## config.mk

```make
export PLATFORM = sky130hd
export DESIGN_NAME = m3_run_sequencer
export DESIGN_NICKNAME = d
export VERILOG_FILES = /design/src/rtl/m3_run_sequencer.sv
export SDC_FILE = /design/constraint.sdc
export NUM_CORES = 1
export LEC_CHECK = 0
export BUFFER_PORTS_ARGS = -buffer_cell sky130_fd_sc_hd__buf_2
export CORE_UTILIZATION = 45
export CTS_CLUSTER_DIAMETER = 50
export DETAILED_ROUTE_END_ITERATION = 10
export SYNTH_ARGS = -nofsm -noshare
export SYNTH_HDL_FRONTEND = slang
export SYNTH_SLANG_ARGS = --single-unit
```

## constraint.sdc

```tcl
create_clock -name clkI -period 5.65 [get_ports clkI]
set_input_delay 0.8475 -clock clkI [delete_from_list [all_inputs] [get_ports clkI]]
set_output_delay 0.8475 -clock clkI [all_outputs]
set_load 0.02 [all_outputs]
```

## src/rtl/m3_run_sequencer.sv

```systemverilog
// Run-control sequencer for the three-phase motor core: conditions raw buttons and sequences
// every start through align/ramp, and every stop or reversal through a timed brake.
module m3_run_sequencer #(
    parameter int unsigned DEB_CYC   = 20000,
    parameter int unsigned SPD_W     = 8,
    parameter int unsigned SPD_MIN   = 8,
    parameter int unsigned SPD_DEF   = 16,
    parameter int unsigned SPD_MAX   = 200,
    parameter int unsigned SPD_STEP  = 4,
    parameter int unsigned RAMP_DIV  = 1000,
    parameter int unsigned ALIGN_CYC = 50000,
    parameter int unsigned BRAKE_CYC = 100000,
    parameter int unsigned PWR_W     = 4,
    parameter int unsigned PWR_DEF   = 4
) (
    input  logic             clkI,
    input  logic             nRstI,
    input  logic             m3startI,
    input  logic             m3forceStopI,
    input  logic             m3invRotateI,
    input  logic             m3speedINCi,
    input  logic             m3speedDECi,
    input  logic             m3powerINCi,
    input  logic             m3powerDECi,
    output logic             runEnO,
    output logic             dirO,
    output logic [SPD_W-1:0] speedO,
    output logic [PWR_W-1:0] powerO,
    output logic [2:0]       stateO,
    output logic             busyO
);

    localparam int unsigned NUM_BTN = 7;
    localparam int unsigned DEB_W   = (DEB_CYC > 1) ? $clog2(DEB_CYC) : 1;
    localparam int unsigned DIV_W   = (RAMP_DIV > 1) ? $clog2(RAMP_DIV) : 1;
    localparam int unsigned TMR_MAX = (ALIGN_CYC > BRAKE_CYC) ? ALIGN_CYC : BRAKE_CYC;
    localparam int unsigned TMR_W   = (TMR_MAX > 1) ? $clog2(TMR_MAX) : 1;

    localparam int unsigned B_START = 0;
    localparam int unsigned B_FSTOP = 1;
    localparam int unsigned B_INV   = 2;
    localparam int unsigned B_SPINC = 3;
    localparam int unsigned B_SPDEC = 4;
    localparam int unsigned B_PWINC = 5;
    localparam int unsigned B_PWDEC = 6;

    localparam logic [SPD_W-1:0] SPD_STEP_V = SPD_W'(SPD_STEP);
    localparam logic [SPD_W-1:0] SPD_MIN_V  = SPD_W'(SPD_MIN);
    localparam logic [SPD_W-1:0] SPD_MAX_V  = SPD_W'(SPD_MAX);
    localparam logic [SPD_W:0]   SPD_STEP_X = (SPD_W + 1)'(SPD_STEP);
    localparam logic [SPD_W:0]   SPD_MIN_X  = (SPD_W + 1)'(SPD_MIN);
    localparam logic [SPD_W:0]   SPD_MAX_X  = (SPD_W + 1)'(SPD_MAX);
    localparam logic [PWR_W-1:0] PWR_TOP    = '1;
    localparam logic [PWR_W-1:0] PWR_ONE    = PWR_W'(1);

    typedef enum logic [2:0] {
        StIdle  = 3'd0,
        StAlign = 3'd1,
        StRamp  = 3'd2,
        StRun   = 3'd3,
        StBrake = 3'd4
    } state_e;

    // ------------------------------------------------------------------
    // Input conditioning
    // ------------------------------------------------------------------
    logic [NUM_BTN-1:0] raw_btn;
    logic [NUM_BTN-1:0] sync1;
    logic [NUM_BTN-1:0] sync2;
    logic [NUM_BTN-1:0] level;
    logic [NUM_BTN-1:0] level_prev;
    logic [NUM_BTN-1:0] pulse;

    assign raw_btn = {m3powerDECi, m3powerINCi, m3speedDECi, m3speedINCi,
                      m3invRotateI, m3forceStopI, m3startI};

    always_ff @(posedge clkI or negedge nRstI) begin
        if (!nRstI) begin
            sync1      <= '0;
            sync2      <= '0;
            level_prev <= '0;
        end else begin
            sync1      <= raw_btn;
            sync2      <= sync1;
            level_prev <= level;
        end
    end

    for (genvar g = 0; g < NUM_BTN; g++) begin : g_deb
        logic [DEB_W-1:0] cnt;
        logic             lvl;

        // Any sample that agrees with the accepted level restarts the stability count.
        always_ff @(posedge clkI or negedge nRstI) begin
            if (!nRstI) begin
                cnt <= '0;
                lvl <= 1'b0;
            end else if (sync2[g] == lvl) begin
                cnt <= '0;
            end else if (cnt == DEB_W'(DEB_CYC - 1)) begin
                cnt <= '0;
                lvl <= sync2[g];
            end else begin
                cnt <= cnt + 1'b1;
            end
        end

        assign level[g] = lvl;
    end

    assign pulse = level & ~level_prev;

    logic p_start, p_fstop, p_inv, p_spd_inc, p_spd_dec, p_pwr_inc, p_pwr_dec, fs_level;

    assign p_start   = pulse[B_START];
    assign p_fstop   = pulse[B_FSTOP];
    assign p_inv     = pulse[B_INV];
    assign p_spd_inc = pulse[B_SPINC];
    assign p_spd_dec = pulse[B_SPDEC];
    assign p_pwr_inc = pulse[B_PWINC];
    assign p_pwr_dec = pulse[B_PWDEC];
    assign fs_level  = level[B_FSTOP];

    // ------------------------------------------------------------------
    // Speed target and power level
    // ------------------------------------------------------------------
    logic [SPD_W-1:0] target;
    logic [PWR_W-1:0] power;
    logic [SPD_W:0]   tgt_up;

    assign tgt_up = {1'b0, target} + SPD_STEP_X;

    always_ff @(posedge clkI or negedge nRstI) begin
        if (!nRstI) begin
            target <= SPD_W'(SPD_DEF);
            power  <= PWR_W'(PWR_DEF);
        end else begin
            if (p_spd_inc && !p_spd_dec) begin
                target <= (tgt_up > SPD_MAX_X) ? SPD_MAX_V : tgt_up[SPD_W-1:0];
            end else if (p_spd_dec && !p_spd_inc) begin
                target <= ({1'b0, target} < SPD_MIN_X + SPD_STEP_X) ? SPD_MIN_V
                                                                     : target - SPD_STEP_V;
            end
            if (p_pwr_inc && !p_pwr_dec && power != PWR_TOP) begin
                power <= power + PWR_ONE;
            end else if (p_pwr_dec && !p_pwr_inc && power > PWR_ONE) begin
                power <= power - PWR_ONE;
            end
        end
    end

    // ------------------------------------------------------------------
    // Run sequencer
    // ------------------------------------------------------------------
    state_e           state;
    logic [TMR_W-1:0] timer;
    logic [DIV_W-1:0] div_cnt;
    logic             restart;
    logic             run_en;
    logic             busy;
    logic             dir;
    logic [SPD_W-1:0] speed;
    logic [SPD_W-1:0] ramp_next;
    logic             go_brake;

    // One ramp step toward the target, clipped so it never overshoots.
    always_comb begin
        ramp_next = speed;
        if (target > speed) begin
            ramp_next = (target - speed <= SPD_STEP_V) ? target : speed + SPD_STEP_V;
        end else if (target < speed) begin
            ramp_next = (speed - target <= SPD_STEP_V) ? target : speed - SPD_STEP_V;
        end
    end

    assign go_brake = (state == StAlign || state == StRamp || state == StRun) &&
                      (p_fstop || p_inv);

    always_ff @(posedge clkI or negedge nRstI) begin
        if (!nRstI) begin
            state   <= StIdle;
            timer   <= '0;
            div_cnt <= '0;
            restart <= 1'b0;
            run_en  <= 1'b0;
            busy    <= 1'b0;
            dir     <= 1'b0;
            speed   <= '0;
        end else if (go_brake) begin
            // forceStop outranks invRotate, so it alone decides whether to restart.
            state   <= StBrake;
            run_en  <= 1'b0;
            speed   <= '0;
            timer   <= TMR_W'(BRAKE_CYC - 1);
            restart <= ~p_fstop;
        end else begin
            case (state)
                StIdle: begin
                    if (!p_fstop) begin
                        if (p_inv) begin
                            dir <= ~dir;
                        end else if (p_start && !fs_level) begin
                            state  <= StAlign;
                            run_en <= 1'b1;
                            busy   <= 1'b1;
                            speed  <= SPD_MIN_V;
                            timer  <= TMR_W'(ALIGN_CYC - 1);
                        end
                    end
                end
                StAlign: begin
                    if (timer == '0) begin
                        state   <= StRamp;
                        div_cnt <= '0;
                    end else begin
                        timer <= timer - 1'b1;
                    end
                end
                StRamp: begin
                    if (speed == target) begin
                        state <= StRun;
                    end else if (div_cnt == DIV_W'(RAMP_DIV - 1)) begin
                        div_cnt <= '0;
                        speed   <= ramp_next;
                    end else begin
                        div_cnt <= div_cnt + 1'b1;
                    end
                end
                StRun: begin
                    if (target != speed) begin
                        state   <= StRamp;
                        div_cnt <= '0;
                    end
                end
                StBrake: begin
                    if (timer == '0) begin
                        restart <= 1'b0;
                        if (restart && !p_fstop) begin
                            dir    <= ~dir;
                            state  <= StAlign;
                            run_en <= 1'b1;
                            speed  <= SPD_MIN_V;
                            timer  <= TMR_W'(ALIGN_CYC - 1);
                        end else begin
                            state <= StIdle;
                            busy  <= 1'b0;
                        end
                    end else begin
                        timer <= timer - 1'b1;
                        if (p_fstop) begin
                            restart <= 1'b0;
                        end
                    end
                end
                default: begin
                    state  <= StIdle;
                    run_en <= 1'b0;
                    busy   <= 1'b0;
                    speed  <= '0;
                end
            endcase
        end
    end

    assign runEnO = run_en;
    assign dirO   = dir;
    assign speedO = speed;
    assign powerO = power;
    assign stateO = state;
    assign busyO  = busy;

endmodule

```

==> results of run 1 <==
[through the flow]
| stage | instance area (sq um) | std cells | setup WS (ps) |
|---|---|---|---|
| after floorplan | 9760 | 1021 | 2530 |
| after global placement | 10100 | 1297 | 2390 |
| after detailed placement | 10100 | 1297 | 2370 |
| after CTS | 10700 | 1328 | 2360 |
| after global routing | 10700 | 1328 | 1940 |
| final | 10700 | 1328 | 2320 |
[layout by cell type, fill, tap and decap left out, drive strengths merged, types with 8 or more instances in the layout]
master  netlist  routed
clkbuf       20      21
nor3         27      27
a21oi        36      36
and3         20      20
nor2b        14      14
xor2         64      64
nand3        59      59
o211ai        8       8
inv          44      46
nor4         12      12
nand2b       12      12
buf           7      27
o21ai        40      40
nand4        25      25
ha           31      31
mux2          8       8
and2         12      12
nand2        62      62
xnor2        56      56
nor2        168     168
or3           8       8
nor4b         8       8
dfrtp       182     182
[worst reg2reg max path: stages, from the launching register on]
cell and delay (ps):
dfrtp_1 550, inv_1 200, ha_1 400, ha_1 190, nand2b_1 180, a211oi_1 250, a211oi_1 140, nor4b_1 560
nor2_1 180, a221oi_1 340, o22a_1 160, o22ai_1 60
[logic make-up after synthesis]
group	Yosys count	share of synthesized area, %
AO/OA/AOI/OAI	146	9.93
flip-flops	184	47.2
buffers and inverters	71	2.93
AND/OR/NAND/NOR	451	23.0
other	1	0.0384
multiplexers	14	1.54
adder cells (fa/ha/maj)	34	4.59
XOR/XNOR	120	10.8
[synthesized netlist by cell type (4+ instances only)]
library cell,count
dfrtp_1,182
nor2_1,167
xor2_1,64
nand2_1,62
nand3_1,58
xnor2_1,56
inv_1,44
o21ai_0,37
a21oi_1,34
ha_1,31
nand4_1,25
nor3_1,25
and3_1,20
clkbuf_1,19
nor2b_1,14
and2_1,12
nand2b_1,12
nor4_1,10
mux2_2,8
o211ai_1,8
nor4b_1,7
or3_1,7
a211oi_1,6
a31oi_1,6
mux2i_1,6
or2_2,6
o22ai_1,5
o31ai_1,5
or4_1,5
a221oi_1,4
a22oi_1,4
[where the power goes]
group | switching (mW) | leakage (nW) | internal [mW] | total, mW
Clock | 0.493 | 0.282 | 0.673 | 1.17
Combinational | 0.0468 | 2.07 | 0.0177 | 0.0646
Sequential | 0.0135 | 2.49 | 1.33 | 1.35
[area by class of cell]
type,instances,area (sq um)
Tap cell,275,344
Fill cell,1934,10400
Multi-Input combinational cell,766,4870
Clock inverter,11,121
Inverter,44,165
Sequential cell,184,4610
Clock buffer,20,457
Timing Repair Buffer,28,154
[sequential cells by signal, summed over array words and instances (netlist names), 3 cells and up]
register,count
g_deb.cnt,105
speedO,7
powerO,4
div_cnt,10
timer,17
sync2,7
stateO,3
level_prev,7
sync1,7
g_deb.lvl,6
target,6
[per-layer routing]
layer / wire (um) / share of wire [%] / track usage (%)
met2: 8040 / 45 / 26.4
met5: 0 / 0 / 0
met4: 293 / 1.6 / 6.02
met1: 9340 / 52 / 25.3
met3: 395 / 2.2 / 3.49
[final timing paths]
check / depth (start not counted) / slack (ps) / end
worst max-delay path: 11 / 2320 / speedO[4]
worst min-delay path: 0 / 350 / sync2[5]
worst max register to register: 11 / 2320 / speedO[4]
worst min register to register: 0 / 350 / sync2[5]
max in group asynchronous: 2 / 4050 / g_deb[4].cnt[1]
min in group asynchronous: 1 / 360 / g_deb[1].cnt[5]
==> results.json, run 1 <==
{
  "vias_per_cell": 5.32,
  "cap_viol_max_count": 0,
  "yosysSeqAreaShare_pct": 47.2,
  "drive_gt1_share_pct": 8.64,
  "num_vias": 7070,
  "port_buffers": 26,
  "synth_nets": 1064,
  "drc": 0,
  "wl_um": 18100,
  "r2r-start": "speedO[2]",
  "top_level_ports": 27,
  "crit_chain": "inv_1, ha_1, ha_1, nand2b_1, a211oi_1, a211oi_1, nor4b_1, nor2_1, a221oi_1, o22a_1, o22ai_1",
  "ir_drop_v": 0.000186,
  "clockRootBuffer": "clkbuf_16",
  "avgSynthCellArea_sq_um": 9.56,
  "numCtsBuffers": 17,
  "rows": 53,
  "area_delta_synth_final_pct": 9.78,
  "rsz0062_at_grt": "false",
  "slew_headroom_pct": 38.5,
  "synth-edff-count": 0,
  "tns_ps": 0,
  "ys_ff_latch": 184,
  "cts_tree": "done",
  "cp.required_ps": 5950,
  "grt_max_degree": 73,
  "async_flop_share_pct": 100,
  "critPathBufInv": 1,
  "cts_sinks": 184,
  "max_freq_mhz": 300,
  "overflow": 0,
  "postCtsSetupBuffers": 0,
  "dieArea_sq_um": 22300,
  "dr.pass1.iters": 4,
  "avgRoutedWirePerCell_um": 13.6,
  "grt_antenna_before_repair": 0,
  "critPathMaxStageDelay_ps": 560,
  "worst_hold_slack_ps": 355,
  "cts_hold_buffers": 0,
  "min_period_ps": 3330,
  "fin_nets": 1084,
  "htree_levels": 4,
  "finalHoldViolCount": 0,
  "insertedDiodeCount": 0,
  "detail-route-antenna-nets": 0,
  "end_kind": "register",
  "yosys_most_used_dff": "dfrtp_1",
  "p_leak_nw": 4.84,
  "grt_util_all_layers_pct": 17.6,
  "status": "complete, no violations",
  "hold_path_class": "register to register",
  "cts.path.max_buffers": 2,
  "synth_top_area_share_pct": 46.6,
  "grt_pass1_vias": 6714,
  "power.density_nw_per_um2": 241,
  "clk_latency_ps": 420,
  "arrival_ps": 3630,
  "path_delay_family": "compound AO/OA/AOI/OAI gates",
  "drv_slew": 0,
  "syn-cell-area_sq_um": 9760,
  "setup_viol": 0,
  "die_x_um": 149,
  "drt_iter0_drc": 327,
  "clock_skew_ps": 9.93,
  "die_h_um": 149,
  "syn-instance-count": 1021,
  "startpoint": "speedO[2]",
  "cpMaxStageDelayCell": "nor4b_1",
  "hpwl_um": 12500,
  "clk_pin_slew_ps": 70,
  "critical_path_class": "register to register",
  "crit_fanout": 9,
  "core_sq_um": 21200,
  "finalCritPeriodShare_pct": 59.0,
  "synthTopCellsByArea": "dfrtp_1, nor2_1, xor2_1, xnor2_1, ha_1",
  "synth_area_leader_cell": "dfrtp_1",
  "yosysUniqueCellTypes": 76,
  "fin_util_pct": 50.7,
  "start_util_pct": 46.2,
  "total_power_mw": 2.58,
  "yosysWarnings": 0,
  "gp_congestion": 0.873,
  "worst_hold_startpoint": "sync1[5]",
  "worst_pin_slew_ps": 922,
  "start_kind": "register",
  "grt_pass1_wl_um": 31800,
  "cts_resized": 0
}
Power figures use the tool's default switching activity.
==> run 2: changes to the inputs <==
- ABC_AREA: not set -> 1
- clock period: 5.65 -> 2.7 ns (I/O delays scaled with it)
==> run 2 against run 1 <==
Die area increased by 2.2%. Flip-flop and latch count unchanged. Count of clock-buffer cells in the layout decreased by 3. Via count increased by 11%.
==> results.json, run 2 <==
{
  "p_leak_nw": 5.21,
  "clock_skew_ps": 14.0,
  "synth_nets": 1260,
  "synth-edff-count": 0,
  "cp.required_ps": 3080,
  "area_delta_synth_final_pct": 11.3,
  "reg2reg_to": "speedO[0]",
  "synth_area_leader_cell": "dfrtp_1",
  "rows": 54,
  "drc": 0,
  "pre_cts_ws_ps": 253,
  "yosysUniqueCellTypes": 54,
  "min_period_ps": 2400,
  "clk_pin_slew_ps": 80,
  "htree_levels": 4,
  "detail-route-antenna-nets": 0,
  "yosysWarnings": 0,
  "dieArea_sq_um": 22800,
  "postCtsSetupBuffers": 0,
  "critical_path_class": "register to register",
  "placed_area_sq_um": 10500,
  "top_level_ports": 27,
  "cpMaxStageDelayCell": "dfrtp_1",
  "clockRootBuffer": "clkbuf_16",
  "timing.final.ws_setup_ps": 296,
  "crit_chain": "inv_1, ha_2, nand2_1, inv_2, nand3_1, nor2_1, nand2_1, nor2_1, nor3_2, o21ai_2, a21oi_1, nor2_1",
  "yosysSeqAreaShare_pct": 46.2,
  "arrival_ps": 2780,
  "largest_register_ff_count": 105,
  "critPathMaxStageDelay_ps": 480,
  "start_util_pct": 45.9,
  "min_delay_path_depth": 1,
  "ys_ff_latch": 184,
  "drv_slew": 0,
  "yosysMostFrequentCell": "nand2_1",
  "cts.path.max_buffers": 2,
  "finalHoldViolCount": 0,
  "core_sq_um": 21800,
  "rsz0062_at_grt": "false",
  "largest_register": "g_deb.cnt",
  "crit_fanout": 7,
  "num_vias": 7862,
  "setup_viol": 0,
  "worst_pin_slew_ps": 538,
  "grt_max_degree": 64,
  "fin_nets": 1305,
  "reg2reg_depth": 12,
  "overflow": 0,
  "grt_pass1_wl_um": 34900,
  "port_buffers": 26,
  "grt_antenna_before_repair": 0,
  "cts_sinks": 184,
  "tns_ps": 0,
  "grt_pass1_vias": 7438,
  "cp_common_cell": "nor2_1",
  "yosys_most_used_dff": "dfrtp_1",
  "die_x_um": 151,
  "power.density_nw_per_um2": 492,
  "grt_util_all_layers_pct": 19.1,
  "end_kind": "register",
  "insertedDiodeCount": 0,
  "syn-instance-count": 1217,
  "synth.top_cells.by_count": "nand2_1, dfrtp_1, inv_1",
  "gp_congestion": 0.891,
  "numCtsBuffers": 17,
  "finalCritPeriodShare_pct": 89.1,
  "wl_um": 20000,
  "avgSynthCellArea_sq_um": 8.20,
  "cap_viol_max_count": 0,
  "status": "complete, no violations",
  "max_freq_mhz": 416,
  "die_h_um": 151,
  "clk_latency_ps": 440,
  "dr.pass1.iters": 5,
  "syn-cell-area_sq_um": 9980,
  "hold_path_class": "input pin to register",
  "start_kind": "register",
  "cts_tree": "done",
  "vias_per_cell": 5.06,
  "hpwl_um": 14500,
  "r2r-start": "speedO[5]",
  "slew_headroom_pct": 63.7,
  "avgRoutedWirePerCell_um": 12.8,
  "ir_drop_v": 0.000327,
  "largest_registers": "g_deb.cnt x105, timer x17, div_cnt x10",
  "drt_iter0_drc": 414,
  "async_flop_share_pct": 100,
  "r2r_slack_ps": 300,
  "synthTopCellsByArea": "dfrtp_1, nand2_1, inv_1, nor2_1, nand3_1",
  "synth_top_area_share_pct": 45.6,
  "final_cell_mix": "nand2_1, dfrtp_1, inv_1",
  "drive_gt1_share_pct": 10.2,
  "final_common_cell": "nand2_1",
  "worst_hold_startpoint": "m3invRotateI",
  "final_cell_area_sq_um": 11100,
  "holdPathEnd": "sync1[2]"
}
run 2: cell types whose count changed after synthesis, moves of 12 or more:
cell	before	now
inv_2	0	13
o21ai_0	37	51
nor2b_1	14	0
a21oi_1	34	71
nand2b_1	12	0
clkbuf_1	19	2
nand3_1	58	89
and2_1	12	0
xor2_1	64	45
nand2_1	62	197
inv_1	44	165
xnor2_1	56	11
run 2: logic make-up after synthesis:
logic type                 after synthesis  synth area share, %
other                                    1               0.0376
and+or+nand+nor                        577                 26.7
buffers and inverters                  190                 7.39
AOI/OAI and AO/OA                      169                 9.66
muxes                                    6                0.677
DFF                                    184                 46.2
xor gates and xnor gates                56                 4.92
adders and majority gates               34                 4.49
run 2: power by group:
| group | leakage (nW) | internal, mW | switching (mW) | total, mW |
|---|---|---|---|---|
| registers | 2.48 | 2.79 | 0.0239 | 2.81 |
| clock network | 0.287 | 1.25 | 1.25 | 2.50 |
| logic | 2.44 | 0.0486 | 0.111 | 0.159 |
| total | 5.21 | 4.09 | 1.38 | 5.47 |
run 2: cell type report:
type | count | area (sq um)
fill | 2090 | 10600
multi-input combinational | 843 | 4640
sequential | 184 | 4610
inverter | 181 | 683
clock buffer | 17 | 425
tap | 280 | 350
timing repair buffer | 35 | 234
clock inverter | 15 | 165
run 2: repair_timing:
| item | 4_1_cts | 5_1_grt |
|---|---|---|
| hold endpoints to repair | 59 | 0 |
| resized for setup | 0 | 3 |
| hold buffers | 1 | 0 |
| endpoints found under the setup margin | 0 | 6 |
run 2: worst max path at each step:
stage | slack (ps) | to | cells past startpoint | startpoint
3_5_place_dp | 250 | div_cnt[8] | 13 | speedO[4]
4_1_cts | 210 | div_cnt[8] | 13 | speedO[4]
3_3_place_gp | 340 | div_cnt[8] | 13 | speedO[4]
6_report | 300 | speedO[0] | 12 | speedO[5]
2_1_floorplan | 280 | speedO[2] | 17 | speedO[2]
5_1_grt | 40 | speedO[2] | 15 | speedO[5]
run 2: per-stage QoR:
stage / total power [mW] / std cells / util [%] / hold slack, ps
after floorplan: 2.94 / 1217 / - / 109
after global placement: 3.03 / 1522 / 48.3 / 332
after detailed placement: 3.03 / 1522 / 48.3 / 336
after CTS: 5.56 / 1555 / 51.0 / 45.8
after global routing: 5.71 / 1555 / 51.1 / 34.3
final: 5.47 / 1555 / 51.1 / 65.5
run 2: layer usage:
layer | global-route usage, % | up-vias | routed length, um
met1 | 27.7 | 3663 | 10200
met5 | 0 | - | 0
met3 | 4.34 | 23 | 615
li1 | - | 4084 | -
met4 | 5.50 | 0 | 318
met2 | 28.5 | 92 | 8830
run 2: critical path: cells and delay by family (launching register included):
kind	cells	cell delay, ps
adders and majority gates	1	430
AOI/OAI and AO/OA	2	380
DFF	1	480
buffers and inverters	2	230
and+or+nand+nor	7	830
==> run 3: changes to the inputs <==
- CORE_UTILIZATION: 45 -> 35
==> run 3 against run 2 <==
Global-route usage fell by 4.9 points. Fmax down 1.8%. Largest power group unchanged. Flip-flop and latch count stayed put. Die area is 28% higher. Clock skew hardly changed. First-iteration DRC count rose by 1.7%. Routed wire length decreased by 2.8%. Total power rose by 2.0%. Critical path depth rose by 1. Final area increased by 1.3%.
==> results.json, run 3 (same netlist as run 2, synthesis figures left out) <==
{
  "start_kind": "register",
  "overflow": 0,
  "cts_tree": "done",
  "cp.required_ps": 3010,
  "core_sq_um": 27900,
  "die_h_um": 171,
  "p_clk_share_pct": 46.7,
  "crit_chain": "inv_1, ha_2, nand2_1, inv_2, nand3_1, nor2_1, inv_1, nand2_1, inv_2, nand2_1, nand2_2, a21oi_1, nor2_1",
  "tns_ps": 0,
  "dieArea_sq_um": 29200,
  "cap_viol_max_count": 0,
  "dr.pass1.iters": 4,
  "clk_pin_slew_ps": 70,
  "status": "complete, no violations",
  "drc": 0,
  "critPathMaxStageDelay_ps": 500,
  "placed_area_sq_um": 10600,
  "crit_fanout": 7,
  "finalHoldViolCount": 0,
  "finalCritPeriodShare_pct": 90.7,
  "drv_slew": 0,
  "final_cell_area_sq_um": 11300,
  "clockRootBuffer": "clkbuf_16",
  "cts_sinks": 184,
  "grt_max_degree": 63,
  "slew_headroom_pct": 60.4,
  "grt_pass1_wl_um": 34200,
  "end_kind": "register",
  "ir_drop_v": 0.000433,
  "cts.path.max_buffers": 2,
  "avgRoutedWirePerCell_um": 11.7,
  "start_util_pct": 35.7,
  "rsz0062_at_grt": "false",
  "endpoint": "speedO[0]",
  "hold_path_class": "input pin to register",
  "wl_um": 19400,
  "worst_pin_slew_ps": 587,
  "largest_register_ff_count": 105,
  "clock_skew_ps": 13.7,
  "setup_viol": 0,
  "power_switching_mw": 1.26,
  "worst_hold_startpoint": "m3powerDECi",
  "p_leak_nw": 5.21,
  "min_period_ps": 2450,
  "gp_congestion": 0.912,
  "rows": 61,
  "largest_registers": "g_deb.cnt x105, timer x17, div_cnt x10",
  "power.density_nw_per_um2": 496,
  "reg2reg_depth": 13,
  "grt_antenna_before_repair": 0,
  "htree_levels": 4,
  "area_delta_synth_final_pct": 12.8,
  "top_level_ports": 27,
  "numCtsBuffers": 17,
  "critical_path_class": "register to register",
  "die_x_um": 171,
  "p_comb_share_pct": 2.8,
  "cp_common_cell": "nand2_1",
  "share_seq_of_total_power_pct": 50.4,
  "largest_register": "g_deb.cnt",
  "detail-route-antenna-nets": 0,
  "p_int_mw": 4.32,
  "grt_util_all_layers_pct": 14.3,
  "fillCellCount": 2815,
  "postCtsSetupBuffers": 0,
  "cpMaxStageDelayCell": "dfrtp_1",
  "insertedDiodeCount": 0,
  "max_freq_mhz": 408,
  "switching_share_pct": 22.6,
  "drive_gt1_share_pct": 10.2,
  "startpoint": "speedO[5]",
  "arrival_ps": 2760,
  "drt_iter0_drc": 421,
  "grt_pass1_vias": 7359,
  "final_common_cell": "nand2_1",
  "r2r-start": "speedO[5]",
  "vias_per_cell": 4.70,
  "port_buffers": 26,
  "r2r_slack_ps": 250,
  "reg2reg_to": "speedO[0]",
  "fin_nets": 1306,
  "clk_latency_ps": 430,
  "hpwl_um": 14600,
  "final_cell_mix": "nand2_1, dfrtp_1, inv_1",
  "num_vias": 7782
}
[run 3: worst max-delay path, delay by kind of cell, from the launching register on]
family,cells,cell delay (ps)
AND/OR/NAND/NOR,7,760
buffers and inverters,4,420
flip-flops,1,500
adder cells (fa/ha/maj),1,430
AO/OA/AOI/OAI,1,220
[run 3: power groups by stage]
stage          combinational [mW]  sequential, mW  clock (mW)
2_1_floorplan              0.0752            2.86           0
3_3_place_gp                0.163            2.87           0
3_5_place_dp                0.165            2.87           0
4_1_cts                     0.167            2.81        2.70
5_1_grt                     0.190            2.82        2.80
6_report                    0.159            2.82        2.61
[run 3: what timing repair did]
action                     CTS  global route
hold endpoints to repair    59             0
hold buffers                 1             0
setup endpoints to repair    0             2
resized for setup            0             1
[run 3: layer usage]
metal	GRT usage (%)	up-vias	routed length (um)
met1	19.8	3605	9830
met3	2.22	18	415
met4	4.77	0	257
li1	-	4078	-
met2	22.7	81	8910
met5	0	-	0
[run 3: cell type report]
type | count | area (sq um) | area share, %
clock buffer | 17 | 425 | 3.78
clock inverter | 15 | 191 | 1.70
inverter | 181 | 683 | 6.07
multi-input combinational | 843 | 4640 | 41.2
sequential | 184 | 4610 | 40.9
tap | 378 | 473 | 4.20
timing repair buffer | 36 | 241 | 2.14
[run 3: worst min-delay path by stage]
stage | end | slack, ps | cells past startpoint
final | sync1[6] | 80 | 1
after global routing | sync1[2] | 60 | 1
after CTS | sync1[3] | 50 | 1
after detailed placement | sync2[4] | 330 | 0
after global placement | sync2[0] | 330 | 0
after floorplan | busyO | 110 | 0
[run 3: stage by stage]
stage	total power, mW	utilization (%)	cells	hold WS [ps]	setup slack (ps)
finish	5.58	40.3	1654	77.1	251
global route	5.81	40.3	1654	55.1	44.7
CTS	5.68	40.3	1654	53.4	219
detailed placement	3.03	38.0	1621	335	228
global placement	3.03	38.0	1621	334	340
floorplan	2.94	-	1217	109	277
